--- config.mk ---
export PLATFORM = sky130hd
export DESIGN_NAME = dyt_rf_write_arbiter_flat
export DESIGN_NICKNAME = d
export VERILOG_FILES = /design/src/rtl/common_types.sv /design/src/rtl/dyt_rf_write_arbiter_if.sv /design/src/rtl/dyt_rr_arbiter_2.sv /design/src/rtl/dyt_rf_write_arbiter.sv /design/src/flat_wrapper.sv
export SDC_FILE = /design/constraint.sdc
export NUM_CORES = 1
export LEC_CHECK = 0
export ABC_AREA = 1
export ABC_CLOCK_PERIOD_IN_PS = 2100
export BUFFER_PORTS_ARGS = -buffer_cell sky130_fd_sc_hd__buf_2
export CAP_MARGIN = 20
export CORE_AREA = 4 4 102 104
export DETAILED_ROUTE_END_ITERATION = 8
export DIE_AREA = 0 0 106 108
export HOLD_SLACK_MARGIN = 0.08
export PLACE_DENSITY = 0.73
export SLEW_MARGIN = 20
export SYNTH_ARGS = -nofsm -noshare
export SYNTH_HDL_FRONTEND = slang
export SYNTH_SLANG_ARGS = --single-unit
--- constraint.sdc ---
create_clock -name clk -period 2.1 [get_ports clk]
set_input_delay 0.315 -clock clk [delete_from_list [all_inputs] [get_ports clk]]
set_output_delay 0.315 -clock clk [all_outputs]
set_load 0.01 [all_outputs]
--- src/rtl/common_types.sv ---
// Shared scalar types for the register-file write path: word/address types,
// write-source encoding and the hard-wired zero register index.
package common_types;

    localparam int unsigned XLEN      = 32;
    localparam int unsigned RF_ADDR_W = 5;

    typedef logic [XLEN-1:0]      word_t;
    typedef logic [RF_ADDR_W-1:0] rf_addr_t;

    typedef enum logic {
        ARB_SRC_WB = 1'b0,
        ARB_SRC_MC = 1'b1
    } arb_src_t;

    localparam rf_addr_t RF_ZERO_REG = '0;

endpackage

--- src/rtl/dyt_rf_write_arbiter_if.sv ---
// Bundle of requester handshakes, CPU read port and register-file side signals.
// master = requesters/CPU/register file, slave = the write arbiter.
interface dyt_rf_write_arbiter_if;
    import common_types::*;

    logic     wb_req;
    rf_addr_t wb_sel;
    word_t    wb_data;
    logic     wb_gnt;

    logic     mc_req;
    rf_addr_t mc_sel;
    word_t    mc_data;
    logic     mc_gnt;

    rf_addr_t rd_sel_0;
    rf_addr_t rd_sel_1;
    word_t    rd_data_0;
    word_t    rd_data_1;

    logic     rf_wen;
    rf_addr_t rf_w_sel;
    word_t    rf_w_data;
    rf_addr_t rf_r_sel_0;
    rf_addr_t rf_r_sel_1;
    word_t    rf_r_data_0;
    word_t    rf_r_data_1;

    modport master (
        output wb_req, wb_sel, wb_data, mc_req, mc_sel, mc_data,
        output rd_sel_0, rd_sel_1, rf_r_data_0, rf_r_data_1,
        input  wb_gnt, mc_gnt, rd_data_0, rd_data_1,
        input  rf_wen, rf_w_sel, rf_w_data, rf_r_sel_0, rf_r_sel_1
    );

    modport slave (
        input  wb_req, wb_sel, wb_data, mc_req, mc_sel, mc_data,
        input  rd_sel_0, rd_sel_1, rf_r_data_0, rf_r_data_1,
        output wb_gnt, mc_gnt, rd_data_0, rd_data_1,
        output rf_wen, rf_w_sel, rf_w_data, rf_r_sel_0, rf_r_sel_1
    );

endinterface

--- src/rtl/dyt_rr_arbiter_2.sv ---
// Two-input combinational arbiter. With DYT_RF_ARB_ROUND_ROBIN_EN defined a
// last-winner pointer breaks ties; otherwise input 0 always wins ties.
module dyt_rr_arbiter_2
    import common_types::*;
(
`ifdef DYT_RF_ARB_ROUND_ROBIN_EN
    input  logic clk,
    input  logic rst,
`endif
    input  logic req_0,
    input  logic req_1,
    output logic gnt_0,
    output logic gnt_1
);

`ifdef DYT_RF_ARB_ROUND_ROBIN_EN
    arb_src_t last_q;

    always_comb begin
        gnt_0 = 1'b0;
        gnt_1 = 1'b0;
        if (req_0 && req_1) begin
            if (last_q == ARB_SRC_MC) gnt_0 = 1'b1;
            else                      gnt_1 = 1'b1;
        end else begin
            gnt_0 = req_0;
            gnt_1 = req_1;
        end
    end

    // Reset to the mc side so the first tie goes to wb.
    always_ff @(posedge clk) begin
        if (rst)        last_q <= ARB_SRC_MC;
        else if (gnt_0) last_q <= ARB_SRC_WB;
        else if (gnt_1) last_q <= ARB_SRC_MC;
    end
`else
    always_comb begin
        gnt_0 = req_0;
        gnt_1 = req_1 & ~req_0;
    end
`endif

endmodule

--- src/rtl/dyt_rf_write_arbiter.sv ---
// Arbitrates writeback and multi-cycle writes into one register-file write
// port with a one-cycle write stage and read forwarding. Tie policy selected
// by DYT_RF_ARB_ROUND_ROBIN_EN (round-robin) else fixed wb priority.
module dyt_rf_write_arbiter
    import common_types::*;
(
    input  logic                  clk,
    input  logic                  rst,
    dyt_rf_write_arbiter_if.slave bus
);

    logic     req_wb;
    logic     req_mc;
    logic     gnt_wb;
    logic     gnt_mc;
    arb_src_t src;
    rf_addr_t sel_nxt;
    word_t    data_nxt;

    logic     wen_q;
    rf_addr_t sel_q;
    word_t    data_q;

    // Gating requests with rst keeps both grants low during reset.
    assign req_wb = bus.wb_req & ~rst;
    assign req_mc = bus.mc_req & ~rst;

    dyt_rr_arbiter_2 u_arb (
`ifdef DYT_RF_ARB_ROUND_ROBIN_EN
        .clk   (clk),
        .rst   (rst),
`endif
        .req_0 (req_wb),
        .req_1 (req_mc),
        .gnt_0 (gnt_wb),
        .gnt_1 (gnt_mc)
    );

    always_comb begin
        src      = gnt_mc ? ARB_SRC_MC : ARB_SRC_WB;
        sel_nxt  = (src == ARB_SRC_MC) ? bus.mc_sel  : bus.wb_sel;
        data_nxt = (src == ARB_SRC_MC) ? bus.mc_data : bus.wb_data;
    end

    always_ff @(posedge clk) begin
        if (rst) begin
            wen_q  <= 1'b0;
            sel_q  <= '0;
            data_q <= '0;
        end else if (gnt_wb || gnt_mc) begin
            wen_q  <= (sel_nxt != RF_ZERO_REG);
            sel_q  <= sel_nxt;
            data_q <= data_nxt;
        end else begin
            wen_q  <= 1'b0;
        end
    end

    assign bus.wb_gnt     = gnt_wb;
    assign bus.mc_gnt     = gnt_mc;
    assign bus.rf_wen     = wen_q;
    assign bus.rf_w_sel   = sel_q;
    assign bus.rf_w_data  = data_q;
    assign bus.rf_r_sel_0 = bus.rd_sel_0;
    assign bus.rf_r_sel_1 = bus.rd_sel_1;

    assign bus.rd_data_0 = (wen_q && sel_q == bus.rd_sel_0 && bus.rd_sel_0 != RF_ZERO_REG)
                           ? data_q : bus.rf_r_data_0;
    assign bus.rd_data_1 = (wen_q && sel_q == bus.rd_sel_1 && bus.rd_sel_1 != RF_ZERO_REG)
                           ? data_q : bus.rf_r_data_1;

endmodule

--- src/flat_wrapper.sv ---
// flat-port wrapper written by rule: the top's interface ports become plain ports
module dyt_rf_write_arbiter_flat import common_types::*;
  (clk, rst, bus_wb_req, bus_wb_sel, bus_wb_data, bus_mc_req, bus_mc_sel, bus_mc_data, bus_rd_sel_0, bus_rd_sel_1, bus_rf_r_data_0, bus_rf_r_data_1, bus_wb_gnt, bus_mc_gnt, bus_rd_data_0, bus_rd_data_1, bus_rf_wen, bus_rf_w_sel, bus_rf_w_data, bus_rf_r_sel_0, bus_rf_r_sel_1);
  dyt_rf_write_arbiter_if bus_i ();
  input  logic clk;
  input  logic rst;
  input wire logic [$bits(bus_i.wb_req)-1:0] bus_wb_req;
  input wire logic [$bits(bus_i.wb_sel)-1:0] bus_wb_sel;
  input wire logic [$bits(bus_i.wb_data)-1:0] bus_wb_data;
  input wire logic [$bits(bus_i.mc_req)-1:0] bus_mc_req;
  input wire logic [$bits(bus_i.mc_sel)-1:0] bus_mc_sel;
  input wire logic [$bits(bus_i.mc_data)-1:0] bus_mc_data;
  input wire logic [$bits(bus_i.rd_sel_0)-1:0] bus_rd_sel_0;
  input wire logic [$bits(bus_i.rd_sel_1)-1:0] bus_rd_sel_1;
  input wire logic [$bits(bus_i.rf_r_data_0)-1:0] bus_rf_r_data_0;
  input wire logic [$bits(bus_i.rf_r_data_1)-1:0] bus_rf_r_data_1;
  output wire logic [$bits(bus_i.wb_gnt)-1:0] bus_wb_gnt;
  output wire logic [$bits(bus_i.mc_gnt)-1:0] bus_mc_gnt;
  output wire logic [$bits(bus_i.rd_data_0)-1:0] bus_rd_data_0;
  output wire logic [$bits(bus_i.rd_data_1)-1:0] bus_rd_data_1;
  output wire logic [$bits(bus_i.rf_wen)-1:0] bus_rf_wen;
  output wire logic [$bits(bus_i.rf_w_sel)-1:0] bus_rf_w_sel;
  output wire logic [$bits(bus_i.rf_w_data)-1:0] bus_rf_w_data;
  output wire logic [$bits(bus_i.rf_r_sel_0)-1:0] bus_rf_r_sel_0;
  output wire logic [$bits(bus_i.rf_r_sel_1)-1:0] bus_rf_r_sel_1;
  assign bus_i.wb_req = bus_wb_req;
  assign bus_i.wb_sel = bus_wb_sel;
  assign bus_i.wb_data = bus_wb_data;
  assign bus_i.mc_req = bus_mc_req;
  assign bus_i.mc_sel = bus_mc_sel;
  assign bus_i.mc_data = bus_mc_data;
  assign bus_i.rd_sel_0 = bus_rd_sel_0;
  assign bus_i.rd_sel_1 = bus_rd_sel_1;
  assign bus_i.rf_r_data_0 = bus_rf_r_data_0;
  assign bus_i.rf_r_data_1 = bus_rf_r_data_1;
  assign bus_wb_gnt = bus_i.wb_gnt;
  assign bus_mc_gnt = bus_i.mc_gnt;
  assign bus_rd_data_0 = bus_i.rd_data_0;
  assign bus_rd_data_1 = bus_i.rd_data_1;
  assign bus_rf_wen = bus_i.rf_wen;
  assign bus_rf_w_sel = bus_i.rf_w_sel;
  assign bus_rf_w_data = bus_i.rf_w_data;
  assign bus_rf_r_sel_0 = bus_i.rf_r_sel_0;
  assign bus_rf_r_sel_1 = bus_i.rf_r_sel_1;
  dyt_rf_write_arbiter u_core (.clk(clk), .rst(rst), .bus(bus_i));
endmodule
After elaboration in Yosys (flattened, before gate mapping) --
Index checks and enable logic that the tools add are counted.
Storage, ports and cells: register bits after elaboration 38, output and inout bits 114
Operators by class: multiplexer cells 5, bitwise logic cells 6, reduce and logical (&&, ||, !) cells 9, equal/unequal tests 2
Operators by type and width (count):
- 2-to-1 mux 32 bit | 3
- nonzero test 5 bit | 3
- equality test 5 bit | 2
- 2-to-1 mux 5 bit | 1
- logical AND 1 bit | 4
- bitwise AND 1 bit | 3
- inverter 1 bit | 3
- OR reduction 2 bit | 1
- logical OR 1 bit | 1
- 2-to-1 mux 1 bit | 1

Longest topological paths before layout --
Gate-level depths: netlist (run 1).
depth after elaboration 7, gate-level depth with buffers 11, mapped depth without buffers 8

Cells and area by module --
A second synthesis (run 1) with hierarchy kept.
Second synthesis, totals: cell total of the unflattened synthesis 591, area total of the unflattened synthesis 3429.5 um2
By module, submodules not included:
- dyt_rf_write_arbiter | cells each 588, area each 3412.0 um2, seq. area each 760.7 um2, times used 1
- dyt_rr_arbiter_2 | cells each 3, area each 17.5 um2, seq. area each 0.0 um2, times used 1

Least setup slack after synthesis (run 1) --
OpenSTA, ideal clock, no wires.
path type register to output, start point register u_core.sel_q[2] (netlist: u_core.bus.rf_w_sel[2]), end point output port bus_rd_data_1[10], path buffers 1, stages on the path, launching flop included 10, arrival time 1.262 ns, slack 0.523 ns, cell sequence dfxtp_1 -> inv_2 -> nand2_1 -> nand2_1 -> nor2_2 -> nand2_1 -> nor2_4 -> buf_6 -> nand3_1 -> nand2_1
On the way: word-level cells in the longest chain between the ends 4
RTL lines:
- start, declared | RTL line dyt_rf_write_arbiter.sv:21 | rf_addr_t sel_q;
- start signal, assigned | RTL line dyt_rf_write_arbiter.sv:52 | sel_q <= sel_nxt;
- equality test 5 bit | RTL line dyt_rf_write_arbiter.sv:69 | assign bus.rd_data_1 = (wen_q && sel_q == bus.rd_sel_1 && bus.rd_sel_1 != RF_ZERO_REG)
- logical AND 1 bit (2 in a row) | RTL line dyt_rf_write_arbiter.sv:69
- 2-to-1 mux 32 bit | RTL line dyt_rf_write_arbiter.sv:70 | ? data_q : bus.rf_r_data_1;
- end, declared | RTL line flat_wrapper.sv:20 | output wire logic [$bits(bus_i.rd_data_1)-1:0] bus_rd_data_1;
No other way between the ends.

Final worst setup path (run 1) --
start point register u_core.sel_q[3] (netlist: u_core.bus.rf_w_sel[3]), end point output port bus_rd_data_1[17]
The elaborated chain is that of the path after synthesis.

==> qor.txt, run 1 <==
Status = completed
Final Hold Viols = 0
FFs w/ async S/R, synth = 0%
Port buffer count = 265
Largest net degree at the start of global routing = 40
Site Rows = 36
FF-to-FF path depth = 4
Syn-to-layout area delta = 49.4%
Tot Pwr = 2.25 mW
Post-synthesis adder-cell area fraction = 0%
P_leak = 3.20 nW
DP Worst Slack = 0.264 ns
DRT Wirelength = 13,300 microns
Synth Area per Inst = 5.38 sq um
First-pass GRT wire length = 19,500 microns
Vias = 4,547
Total GRT Usage = 20.7%
Measured slew at the worst slew-check pin = 0.362 ns
Synth warnings = 0
XOR/XNOR Fraction of Synth Area = 0.262%
GP Congestion = 0.812
Die Y = 108 microns
Core Area = 0.00955 sq mm
Vias in the first global route = 4,043
Io pins = 266
Hold Crit Start = bus_mc_data[30]
DRT Pass-1 Iters = 4
Req. time, crit path = 1.78 ns
Setup CP Type = flop to primary output
Mapped cell area = 0.00334 sq mm
Worst min-delay path class = input pin to flop
Achievable clock frequency = 483 MHz
Root Buffer Master = clkbuf_8
Post-synth EDFFs = 0
Reg-to-Reg End = u_core.bus.rf_w_data[10]$_SDFFE_PP0N_
Area contributors post-synth = nand2_1 31%, dfxtp_1 23%, inv_1 10%, nand4_1 6.0%, nand3_1 5.4%
Top cells by count, synth = 279 x nand2_1, 91 x inv_1, 38 x dfxtp_1
Antenna violations before repair = 0
Top-area cell type share of the netlist area = 31.3%
Post-DR wirelength/cell = 13.3 microns
Synth cell types = 23
CTS clk-pin slew, worst paths = 0.08 ns
Syn Nets = 773
DP HPWL = 10,100 microns
Synth Instances = 621
Hold Path Stages = 5
PwrDens = 451 mW/mm^2
Worst Hold Path EP = u_core.bus.rf_w_data[30]$_SDFFE_PP0N_
Critical R2R Launch = u_core.bus.rf_w_data[10]$_SDFFE_PP0N_
RSZ-0062 raised after global routing = yes
Final Setup Violations = 0
H-tree depth = 2
Reg2Reg Setup Slack = 1.24 ns
Sequential element share of the synthesized area = 22.8%
Final Skew = 0 ns
CP Launch Type = flop
Clk Latency, worst-skew pair = 0.29 ns
Initial Utilization = 35.0%
Worst Path Arrival = 1.75 ns
Critical path peak fanout = 7
Period utilisation layout = 98.5%
Slew Limit Fails = 0
Share of cells above drive strength 1 = 37.8%
DRC = 0
Clock buffer depth = 2
Die area = 0.0114 sq mm
Diode count = 0
Die W = 106 microns
Count leader, synth = nand2_1
Drt first-iter violations = 214
Simple-gate area share of the yosys netlist = 46.1%
Net count, final = 1,022
Max cap viols = 0
Largest family of logic cells by synthesized area = simple AND/OR/NAND/NOR gates
Grt total ovfl = 0
Post-synthesis compound-gate area fraction = 10.7%
Cts hold-fix bufs = 0
Peak VDD IR = 0.227 mV
CTS sink cnt = 38
CTS tree = built
Vias/cell = 4.53
Routed Antenna Nets = 0
Normalized max-slew margin = 75.8%
Largest area contributor in the netlist = nand2_1
CTS buffer count = 5
Final worst setup slack = 0.0315 ns
Mux contribution to synthesized area = 0%
Synth Flop Type = dfxtp_1
Final min period = 2.07 ns
Crit path capture type = primary output
Seq cells post-synth = 38
==> routing by layer <==
layer / vias to the layer above / share of wire [%] / GRT usage (%)
li1: 2407 / - / -
met1: 1944 / 41 / 24.1
met2: 179 / 50 / 39.0
met5: - / 0 / 0
met3: 17 / 6.9 / 4.06
met4: 0 / 1.8 / 5.00
==> timing repair <==
action                     CTS  global route
setup buffers                0             3
pin swaps                    0            25
setup endpoints to repair   28            64
resized for setup            4            34
cloned                       0             5
==> worst max-delay path by stage <==
stage	startpoint	to	slack, ns	cells past startpoint
2_1_floorplan	u_core.bus.rf_w_sel[2]$_SDFFE_PP0N_	bus_rd_data_1[10]	0.52	9
3_3_place_gp	bus_rd_sel_0[1]	bus_rd_data_0[31]	0.29	10
3_5_place_dp	bus_rd_sel_1[3]	bus_rd_data_1[24]	0.26	8
4_1_cts	u_core.bus.rf_w_sel[4]$_SDFFE_PP0N_	bus_rd_data_0[31]	0.003	10
5_1_grt	u_core.bus.rf_w_sel[2]$_SDFFE_PP0N_	bus_rd_data_1[16]	-0.06	11
6_report	u_core.bus.rf_w_sel[3]$_SDFFE_PP0N_	bus_rd_data_1[17]	0.03	8
==> worst max-delay path, cell delays in order (launching register included) <==
cell and delay (ns):
dfxtp_4 0.38, xnor2_2 0.26, nand2_2 0.11, nor2_4 0.15
buf_6 0.16, clkbuf_16 0.16, nand3_1 0.06, nand2_1 0.07
buf_2 0.12
==> cell families (layout without fill, tap and decap cells) <==
kind of cell | after synthesis | count (layout)
AO/OA/AOI/OAI | 71 | 71
XOR/XNOR | 1 | 1
buffers and inverters | 146 | 396
flip-flops | 38 | 38
AND/OR/NAND/NOR | 365 | 365
==> layout make-up <==
type | count | area, sq um
fillers | 1076 | 4560
multi-input cells | 437 | 1970
repair buffers | 292 | 1620
flip-flops and latches | 38 | 774
inverters | 96 | 363
well taps | 133 | 166
clock buffers | 6 | 82.6
clock inverters | 2 | 12.5
==> power by group <==
part	leakage [nW]	internal, mW	switching (mW)
sequential	0.318	0.783	0.0792
combinational	2.84	0.369	0.499
clock	0.0472	0.264	0.257
total	3.20	1.42	0.835
==> through the flow <==
| step | utilization (%) | hold WS, ns | instances | setup TNS (ns) | cell area [sq um] |
|---|---|---|---|---|---|
| 3_5_place_dp | 48.9 | 0.559 | 988 | 0 | 4670 |
| 6_report | 52.3 | 0.302 | 1004 | 0 | 4990 |
| 3_3_place_gp | 48.9 | 0.557 | 988 | 0 | 4670 |
| 4_1_cts | 50.1 | 0.294 | 996 | 0 | 4790 |
| 2_1_floorplan | - | 0.504 | 621 | 0 | 3340 |
| 5_1_grt | 52.3 | 0.328 | 1004 | -1.12 | 4990 |
==> layout by cell type, fill, tap and decap left out, types with 10 or more instances in the layout <==
master and n:
inv_1 90, buf_2 265, dfxtp_1 33, nand4_1 32
buf_4 13, buf_6 10, nand2_1 278, nand3_1 31
a21oi_1 31, o21ai_1 29
==> registers in the layout, summed over array words and instances (netlist names) <==
| signal | flops |
|---|---|
| u_core.bus.rf_w_data | 32 |
| u_core.bus.rf_w_sel | 5 |
| u_core.bus.rf_wen | 1 |
Note: power is estimated with default switching activity, not from simulation.
==> run 2: changes to the inputs <==
--- a/config.mk
+++ b/config.mk
@@ -9,11 +9,11 @@
 export ABC_CLOCK_PERIOD_IN_PS = 2100
 export BUFFER_PORTS_ARGS = -buffer_cell sky130_fd_sc_hd__buf_2
 export CAP_MARGIN = 20
-export CORE_AREA = 4 4 102 104
+export CORE_AREA = 2 2 103 105
 export DETAILED_ROUTE_END_ITERATION = 8
-export DIE_AREA = 0 0 106 108
+export DIE_AREA = 0 0 105 107
 export HOLD_SLACK_MARGIN = 0.08
-export PLACE_DENSITY = 0.73
+export PLACE_DENSITY = 0.69
 export SLEW_MARGIN = 20
 export SYNTH_ARGS = -nofsm -noshare
 export SYNTH_HDL_FRONTEND = slang
==> qor.txt, run 2 (synthesized netlist as in run 1, its figures left out) <==
Vias/cell = 4.43 (-2.3%)
Post-route cell area = 0.00490 sq mm (-1.8%)
Antenna violations before repair = 0 (unchanged)
DRT Pass-1 Iters = 4 (unchanged)
Site Rows = 37 (+2.8%)
Setup CP Type = flop to primary output
Slew Limit Fails = 0 (unchanged)
Final Skew = 0 ns (unchanged)
DP Worst Slack = 0.291 ns (+0.0271 ns)
Total GRT Usage = 20.6% (-0.086 points)
Port buffer count = 265 (unchanged)
Peak VDD IR = 0.278 mV (+22%)
Crit path capture type = primary output
Period utilisation layout = 94.7% (-3.8 points)
CP Launch Type = flop
Storage cell area = 772 sq um (-0.32%)
Worst min-delay path class = input pin to flop
Final Hold Viols = 0 (unchanged)
DRT Wirelength = 12,600 microns (-5.8%)
Final-layout fill cell count = 1,158 (+7.6%)
Largest net degree at the start of global routing = 38 (-5.0%)
Syn-to-layout area delta = 46.7%
Drt first-iter violations = 196 (-8.4%)
First-pass GRT wire length = 18,900 microns (-2.8%)
GP Congestion = 0.849 (+4.6%)
Achievable clock frequency = 503 MHz (+4.0%)
Core Area = 0.0101 sq mm (+5.7%)
Die W = 105 microns (-0.94%)
Final worst setup slack = 0.112 ns (+0.0801 ns)
Clock buffer depth = 2 (unchanged)
Die Y = 107 microns (-0.93%)
Multi-input logic area = 0.00194 sq mm (-1.8%)
Measured slew at the worst slew-check pin = 0.367 ns (+0.00428 ns)
Worst Hold Path EP = u_core.bus.rf_w_data[7]$_SDFFE_PP0N_
CTS clk-pin slew, worst paths = 0.08 ns (about the same)
CTS tree = built
Worst hold slack = 0.305 ns (+0.00292 ns)
Cts hold-fix bufs = 0 (unchanged)
Normalized max-slew margin = 75.6% (-0.29 points)
Commonest non-fill, non-tap cells in the layout = 278 x nand2_1, 265 x buf_2, 89 x inv_1
Reg2Reg Setup Slack = 1.28 ns (+0.04 ns)
Net count, final = 1,017 (-0.49%)
Die area = 0.0112 sq mm (-1.9%)
Status = completed
Clk Latency, worst-skew pair = 0.28 ns (about the same)
Initial Utilization = 33.1% (-1.9 points)
Vias = 4,434 (-2.5%)
Critical R2R Launch = u_core.bus.rf_w_data[12]$_SDFFE_PP0N_
Worst Path Arrival = 1.67 ns (-0.08 ns)
DRC = 0 (unchanged)
Max cap viols = 0 (unchanged)
Post-DR wirelength/cell = 12.5 microns (-5.6%)
CTS sink cnt = 38 (unchanged)
Root Buffer Master = clkbuf_8
Diode count = 0 (unchanged)
P_leak = 3.17 nW (-0.91%)
FF-to-FF path depth = 4 (unchanged)
Largest register FFs = 32 (unchanged)
Critical path peak fanout = 22 (+15)
Grt total ovfl = 0 (unchanged)
Hold Path Stages = 5 (unchanged)
CTS buffer count = 5 (unchanged)
H-tree depth = 2 (unchanged)
Most common cell after layout, fill and taps aside = nand2_1
Reg-to-Reg End = u_core.bus.rf_w_data[12]$_SDFFE_PP0N_
Req. time, crit path = 1.78 ns (about the same)
Final Setup Violations = 0 (unchanged)
Final min period = 1.99 ns (-0.0801 ns)
DP HPWL = 9610 microns (-4.7%)
Io pins = 266 (unchanged)
Hold Crit Start = bus_mc_data[7]
Vias in the first global route = 3,829 (-5.3%)
PwrDens = 458 mW/mm^2 (+1.5%)
Placed Area = 0.00469 sq mm (+0.35%)
Share of cells above drive strength 1 = 36.8% (-0.94 points)
Routed Antenna Nets = 0 (unchanged)
==> run 2: timing repair <==
action,CTS,global route
setup endpoints to repair,21,64
pin swaps,0,2
setup buffers,0,1
gates cloned,0,2
resized for setup,2,20
==> run 2: metal layers <==
layer	global-route usage [%]	part of all wire (%)	vias up
met2	37.7	49	176
met4	4.67	1.3	0
met1	25.3	42	1850
met5	0	0	-
met3	3.34	7.4	12
li1	-	-	2396
==> run 2: worst max-delay path, cell delays in order (launching register included) <==
cell     delay (ns)
dfxtp_2        0.34
buf_4          0.13
nand2_1        0.05
nand2_1        0.05
nor2_2         0.13
inv_2          0.06
nor2_4         0.15
buf_12         0.18
nand3_1        0.09
nand2_1        0.08
buf_2          0.12
==> run 2: how the worst max path moves through the flow <==
stage                                                    from                 to  slack (ns)  cells after the start
after floorplan           u_core.bus.rf_w_sel[2]$_SDFFE_PP0N_  bus_rd_data_1[10]        0.52                      9
after global placement    u_core.bus.rf_w_sel[3]$_SDFFE_PP0N_  bus_rd_data_1[10]        0.32                      8
after detailed placement  u_core.bus.rf_w_sel[2]$_SDFFE_PP0N_   bus_rd_data_1[0]        0.29                     10
after CTS                 u_core.bus.rf_w_sel[3]$_SDFFE_PP0N_  bus_rd_data_0[14]       0.009                      9
after global routing      u_core.bus.rf_w_sel[2]$_SDFFE_PP0N_  bus_rd_data_1[27]      -0.004                     10
final                     u_core.bus.rf_w_sel[4]$_SDFFE_PP0N_   bus_rd_data_1[0]        0.11                     10
==> run 2: cell type report <==
cell class,count,area share (%)
flip-flops and latches,38,15.7
clock inverters,1,0.102
clock buffers,7,1.76
well taps,136,3.47
repair buffers,287,32.0
inverters,96,7.40
multi-input cells,437,39.5
==> run 2: report_power, final <==
| part | total, mW | switching, mW | internal, mW | leakage (nW) |
|---|---|---|---|---|
| logic | 0.860 | 0.491 | 0.368 | 2.81 |
| clock network | 0.525 | 0.260 | 0.265 | 0.0482 |
| registers | 0.859 | 0.0756 | 0.784 | 0.318 |
==> run 2: per-stage QoR <==
stage / total power, mW / setup TNS [ns] / std cells / util, %
2_1_floorplan: 1.33 / 0 / 621 / -
3_3_place_gp: 1.70 / 0 / 991 / 46.5
3_5_place_dp: 1.71 / 0 / 991 / 46.5
4_1_cts: 2.24 / 0 / 999 / 47.4
5_1_grt: 2.40 / -0.0108 / 1002 / 48.6
6_report: 2.24 / 0 / 1002 / 48.6
